`src/rtl/cpu_types_pkg.sv`:
```
// Shared MIPS core types: machine word, opcode/funct encodings and the
// fetch queue entry that pairs an instruction with its fetch address.
package cpu_types_pkg;

  localparam int WORD_W = 32;

  typedef logic [WORD_W-1:0] word_t;

  // Primary opcode field, instruction bits [31:26]
  typedef enum logic [5:0] {
    RTYPE = 6'b000000,
    REGIMM = 6'b000001,
    J     = 6'b000010,
    JAL   = 6'b000011,
    BEQ   = 6'b000100,
    BNE   = 6'b000101,
    ADDI  = 6'b001000,
    ADDIU = 6'b001001,
    SLTI  = 6'b001010,
    SLTIU = 6'b001011,
    ANDI  = 6'b001100,
    ORI   = 6'b001101,
    XORI  = 6'b001110,
    LUI   = 6'b001111,
    LW    = 6'b100011,
    LBU   = 6'b100100,
    LHU   = 6'b100101,
    SB    = 6'b101000,
    SH    = 6'b101001,
    SW    = 6'b101011,
    LL    = 6'b110000,
    SC    = 6'b111000,
    HALT  = 6'b111111
  } opcode_t;

  // Function field for R-type instructions, bits [5:0]
  typedef enum logic [5:0] {
    SLLV  = 6'b000100,
    SRLV  = 6'b000110,
    JR    = 6'b001000,
    ADD   = 6'b100000,
    ADDU  = 6'b100001,
    SUB   = 6'b100010,
    SUBU  = 6'b100011,
    AND   = 6'b100100,
    OR    = 6'b100101,
    XOR   = 6'b100110,
    NOR   = 6'b100111,
    SLT   = 6'b101010,
    SLTU  = 6'b101011
  } funct_t;

  // One buffered fetch: the address it came from and the word returned
  typedef struct packed {
    word_t pc;
    word_t inst;
  } fetch_entry_t;

  // Next sequential instruction address, wrapping at the top of memory
  function automatic word_t next_pc(input word_t pc);
    return pc + word_t'(4);
  endfunction

endpackage

```
`src/rtl/fetch_queue.sv`:
```
// Circular buffer of fetched {pc, inst} pairs between the fetch PC logic
// and decode. Flush empties it in one edge and wins over push and pop.
module fetch_queue #(
  parameter int WORD_W = 32,
  parameter int DEPTH = 4,
  localparam int PW = $clog2(DEPTH),
  localparam int CW = $clog2(DEPTH + 1)
) (
  input  logic              clk,
  input  logic              rst,
  input  logic              push,
  input  logic              pop,
  input  logic              flush,
  input  logic [WORD_W-1:0] push_pc,
  input  logic [WORD_W-1:0] push_inst,
  output logic [WORD_W-1:0] head_pc,
  output logic [WORD_W-1:0] head_inst,
  output logic [CW-1:0]     count,
  output logic              empty,
  output logic              full
);

  logic [WORD_W-1:0] pc_mem [DEPTH];
  logic [WORD_W-1:0] inst_mem [DEPTH];
  logic [PW-1:0] rd_ptr;
  logic [PW-1:0] wr_ptr;
  logic do_push;
  logic do_pop;

  // Occupancy flags and the guarded push/pop strobes
  always_comb begin
    empty = (count == '0);
    full = (count == CW'(DEPTH));
    do_push = push && !full && !flush;
    do_pop = pop && !empty && !flush;
  end

  // Pointer and occupancy bookkeeping; DEPTH is a power of two so the
  // pointers wrap by simple overflow
  always_ff @(posedge clk) begin
    if (rst || flush) begin
      rd_ptr <= '0;
      wr_ptr <= '0;
      count <= '0;
    end else begin
      if (do_push) begin
        wr_ptr <= wr_ptr + PW'(1);
      end
      if (do_pop) begin
        rd_ptr <= rd_ptr + PW'(1);
      end
      case ({do_push, do_pop})
        2'b10: count <= count + CW'(1);
        2'b01: count <= count - CW'(1);
        default: count <= count;
      endcase
    end
  end

  // Entry storage needs no reset; unoccupied slots are never presented
  always_ff @(posedge clk) begin
    if (!rst && do_push) begin
      pc_mem[wr_ptr] <= push_pc;
      inst_mem[wr_ptr] <= push_inst;
    end
  end

  // Head entry, forced to zero while the queue is empty
  always_comb begin
    head_pc = '0;
    head_inst = '0;
    if (!empty) begin
      head_pc = pc_mem[rd_ptr];
      head_inst = inst_mem[rd_ptr];
    end
  end

endmodule

```
`src/rtl/fetch_unit.sv`:
```
// Instruction fetch front end: owns the fetch PC, issues I-cache requests
// and buffers returned words for decode so fetch can run ahead of it.
module fetch_unit
  import cpu_types_pkg::*;
#(
  parameter int WORD_W = 32,
  parameter logic [WORD_W-1:0] PC_INIT = '0,
  parameter int DEPTH = 4
) (
  input  logic                       CLK,
  input  logic                       RST,
  output logic                       imemREN,
  output logic [WORD_W-1:0]          imemaddr,
  input  logic                       ihit,
  input  logic [WORD_W-1:0]          imemload,
  input  logic                       redirect,
  input  logic [WORD_W-1:0]          redirect_pc,
  input  logic                       halt,
  input  logic                       deq,
  output logic                       inst_valid,
  output logic [WORD_W-1:0]          inst,
  output logic [WORD_W-1:0]          inst_pc,
  output logic [WORD_W-1:0]          inst_npc,
  output logic [$clog2(DEPTH+1)-1:0] count,
  output logic                       fault
);

  localparam int CW = $clog2(DEPTH + 1);

  logic [WORD_W-1:0] fpc;
  logic halted_q;
  logic push;
  logic pop;
  logic q_empty;
  logic q_full;
  logic [WORD_W-1:0] head_pc;
  logic [WORD_W-1:0] head_inst;

  // Request while there is room and nothing has stopped fetch; halt is
  // looked at directly so an outstanding request is dropped immediately
  always_comb begin
    imemREN = !RST && !q_full && !halted_q && !halt && !fault;
    imemaddr = fpc;
    push = imemREN && ihit && !redirect;
    pop = deq && !q_empty && !redirect;
  end

  // Fetch PC: redirect target wins over the sequential advance
  always_ff @(posedge CLK) begin
    if (RST) begin
      fpc <= PC_INIT;
    end else if (redirect) begin
      fpc <= redirect_pc;
    end else if (push) begin
      fpc <= fpc + WORD_W'(4);
    end
  end

  // Sticky halt and misaligned-redirect flags, cleared only by reset
  always_ff @(posedge CLK) begin
    if (RST) begin
      halted_q <= 1'b0;
      fault <= 1'b0;
    end else begin
      if (halt) begin
        halted_q <= 1'b1;
      end
      if (redirect && (redirect_pc[1:0] != 2'b00)) begin
        fault <= 1'b1;
      end
    end
  end

  fetch_queue #(
    .WORD_W(WORD_W),
    .DEPTH(DEPTH)
  ) u_queue (
    .clk(CLK),
    .rst(RST),
    .push(push),
    .pop(pop),
    .flush(redirect),
    .push_pc(fpc),
    .push_inst(imemload),
    .head_pc(head_pc),
    .head_inst(head_inst),
    .count(count),
    .empty(q_empty),
    .full(q_full)
  );

  // Head presentation; the queue already zeroes the head when empty
  always_comb begin
    inst_valid = !q_empty;
    inst = head_inst;
    inst_pc = head_pc;
    inst_npc = q_empty ? '0 : head_pc + WORD_W'(4);
  end

  // Keeps the count port width tied to the internal occupancy width
  if (CW != $bits(count)) begin : g_width_check
    $error("fetch_unit: count width mismatch");
  end

endmodule

```
`config.mk`:
```
export PLATFORM = sky130hd
export DESIGN_NAME = fetch_unit
export DESIGN_NICKNAME = d
export VERILOG_FILES = /design/src/rtl/cpu_types_pkg.sv /design/src/rtl/fetch_queue.sv /design/src/rtl/fetch_unit.sv
export SDC_FILE = /design/constraint.sdc
export NUM_CORES = 1
export LEC_CHECK = 0
export ABC_AREA = 0
export ABC_CLOCK_PERIOD_IN_PS = 6830
export CORE_MARGIN = 4
export CORE_UTILIZATION = 52
export DETAILED_ROUTE_END_ITERATION = 10
export GPL_TIMING_DRIVEN = 1
export PLACE_DENSITY = 0.76
export SKIP_LAST_GASP = 1
export SLEW_MARGIN = 20
export SYNTH_ARGS = -nofsm -noshare
export SYNTH_HDL_FRONTEND = slang
export SYNTH_SLANG_ARGS = --single-unit
export TNS_END_PERCENT = 20
```
`constraint.sdc`:
```
create_clock -name CLK -period 6.83 [get_ports CLK]
set_clock_uncertainty 0.05 [all_clocks]
set_input_delay 1.366 -clock CLK [delete_from_list [all_inputs] [get_ports CLK]]
set_output_delay 1.366 -clock CLK [all_outputs]
set_load 0.05 [all_outputs]
```
==> run_results.csv <==
group,metric,value,unit
placement,gp_congestion,0.835,
worst_setup_path,required,5.41,ns
synthesis,synth_commonest_cells,"edfxtp_1 (256), nor2_1 (66), and2_1 (64)",
worst_setup_path,end_kind,"primary output",
synthesis,synth_area_leaders,"edfxtp_1 (60%), mux4_2 (9.1%), dfxtp_1 (6.7%)",
global_route,grtUsageTotal,21.7,%
synthesis,synth-async-reset-ratio,0,%
placement,port_buffers,203,
route,routed_wl,29400,um
clock_network,htreeDepth,1,
power_and_ir_drop,total_leakage_power,5.16,nW
synthesis,synth.most_common_cell,"edfxtp_1",
clock_network,cts_buffers,30,
worst_setup_path,cp.depth,10,
floorplan,die_y,165,um
clock_network,path_clk_slew,0.06,ns
layout,nNetsFinal,1105,
floorplan,ios,204,
floorplan,num_rows,57,
worst_setup_path,path_delay_family,"simple AND/OR/NAND/NOR gates",
clock_network,cts.sinks,299,
worst_setup_path,arrival,4.89,ns
global_route,grt.overflow.total,0,
route,wire_per_inst,21.4,um
synthesis,syn_area,12900,um2
timing,tightest_slew,1.06,ns
worst_setup_path,reg2reg_from,"halted_q",
worst_setup_path,crit_slowest_cell,"nor4_2",
route,antenna_left,0,
floorplan,die_w,165,um
placement,post-place-ws,1.09,ns
worst_setup_path,r2r_slack,3.79,ns
flow_run,cap_violations,0,
synthesis,synth-edff-count,256,
layout,area_delta_synth_final,24.8,%
power_and_ir_drop,irDropWorstVdd,0.183,mV
timing,fmax,159,MHz
worst_setup_path,worstPathMaxFanout,41,
floorplan,die_area,27300,um2
synthesis,yosysSeqAreaShare,66.4,%
timing,rsz0062_at_grt,"no",
clock_network,clockBufferDepth,3,
clock_network,hold_buffers,0,
global_route,antenna_found_initial,1,
status,status,"complete, no violations",
worst_setup_path,crit_chain,"mux4_1 > and2_1 > ha_1 > o31a_1 > nand4_1 > nor4_2 > nand4_1 > xnor2_1 > nor2_1 > clkdlybuf4s50_1",
timing,hold_violations,0,
floorplan,start_util,53.0,%
layout,drive_above_1_share,11.8,%
worst_setup_path,reg2reg_depth,6,
worst_hold_path,holdPathStages,2,
timing,post-route-min-period,6.31,ns
timing,timing.final.crit_share,92.3,%
synthesis,synthDistinctLibCells,56,
clock_network,cts-root-buf,"clkbuf_16",
worst_hold_path,hold_class,"flip-flop to flip-flop",
route,drc,0,
clock_network,ctsResizeCount,0,
worst_setup_path,r2r-end,"imemaddr[15]",
route,vias,7879,
synthesis,synthCells,829,
timing,setup_ws,0.524,ns
placement,dpl.hpwl,18800,um
synthesis,syn_avg_cell_area,15.5,um2
global_route,first_global_vias,7789,
synthesis,syn_nets,907,
clock_network,cts_tree,"done",
timing,setup_viol_count_final,0,
timing,slew_headroom,28.9,%
worst_setup_path,crit_buf_inv,1,
synthesis,yosysWarnings,0,
timing,drv_slew,0,
route,via_per_inst,5.73,
synthesis,synth_seq_cells,299,
timing,fin_setup_tns,0,ns
route,drtIter0Drc,658,
worst_setup_path,critPathMostFrequentCell,"nand4_1",
floorplan,core_region_area,24300,um2
global_route,grt_pass1_wl,45300,um
clock_network,clk-insertion-delay-late,0.56,ns
worst_setup_path,crit_type,"flip-flop to primary output",
global_route,grt_max_degree,65,
worst_setup_path,slowest_delay,0.88,ns
power_and_ir_drop,power_density,233,nW/um2
synthesis,yosysTopAreaCellShare,59.7,%
worst_setup_path,start_kind,"flip-flop",
clock_network,postCtsSetupRepairBufs,0,
synthesis,synth_ff_type,"edfxtp_1",
route,first_pass_iters,5,
synthesis,yosysTopAreaCell,"edfxtp_1",
worst_setup_path,crit_end,"inst_npc[28]",
[how the worst min path moves through the flow]
stage                     startpoint        to  slack, ns
after global routing           fault     fault       0.46
after global placement      halted_q  halted_q       0.40
final                          fault     fault       0.43
after floorplan             halted_q  halted_q       0.39
after CTS                   halted_q  halted_q       0.44
after detailed placement    halted_q  halted_q       0.42
[report_power, final]
| group | total, mW | leakage [nW] | switching [mW] | internal [mW] |
|---|---|---|---|---|
| sequential | 2.04 | 2.67 | 0.0387 | 2.00 |
| combinational | 0.204 | 2.05 | 0.117 | 0.0866 |
| clock | 1.50 | 0.440 | 0.673 | 0.830 |
| total | 3.75 | 5.16 | 0.829 | 2.92 |
[cell families (layout without fill, tap and decap cells)]
group           Yosys count  count (layout)  share of synthesized area, %
xor+xnor                 47              47                          3.20
flops                   299             299                          66.4
buf+inv                  61             282                          2.38
mux                      75              75                          12.5
fa+ha+maj                 8               8                         0.836
compound gates           63              63                          2.96
simple gates            276             276                          11.7
other cells               0               1                             0
[cell type report]
class,instances,area (um2)
Clock inverter,17,101
Fill cell,1734,8250
Clock buffer,38,801
Sequential cell,299,8560
Timing Repair Buffer,212,2100
Tap cell,324,405
Inverter,15,56.3
Multi-Input combinational cell,469,4050
Antenna cell,1,2.50
[worst min-delay path, delay by kind of cell, from the launching register on]
family | cells | cell delay (ns)
flip-flops | 1 | 0.33
buffers and inverters | 1 | 0.05
AO/OA/AOI/OAI | 1 | 0.05
[flip-flops by register name (all words and copies together) (netlist names), named ones only]
register	flops
u_queue.wr_ptr	2
fault	1
u_queue.pc_mem	128
u_queue.count	3
u_queue.rd_ptr	2
imemaddr	32
halted_q	1
u_queue.inst_mem	128
[metal layers]
metal  routed length (um)  up-vias  GRT usage [%]
li1                     -     3606              -
met1                11900     3920           30.7
met2                14500      305           35.5
met3                 2220       48           3.80
met4                  675        0           5.85
met5                    0        -              0
[per-stage QoR]
stage	util [%]	std cells	hold WS, ns	cell area (um2)	power, mW
finish	66.1	1375	0.432	16100	3.75
global route	66.1	1375	0.459	16100	3.88
CTS	66.1	1374	0.435	16100	3.77
detailed placement	62.4	1319	0.423	15200	2.28
global placement	62.4	1319	0.400	15200	2.28
floorplan	-	829	0.388	12900	2.17
[cell usage in the layout, fill, tap and decap left out, types with 11 or more instances in the layout]
cell type and n:
mux4_2 52, nand2_1 39, a21oi_1 22, xor2_1 25
xnor2_1 22, edfxtp_1 256, and3_1 11, inv_1 14
and2_1 64, clkbuf_16 30, o21ai_0 16, dfxtp_1 41
clkdlybuf4s50_1 203, nand3_1 26, mux4_1 13, nand4_1 20
nor2_1 66
Note: power is estimated with default switching activity, not from simulation.
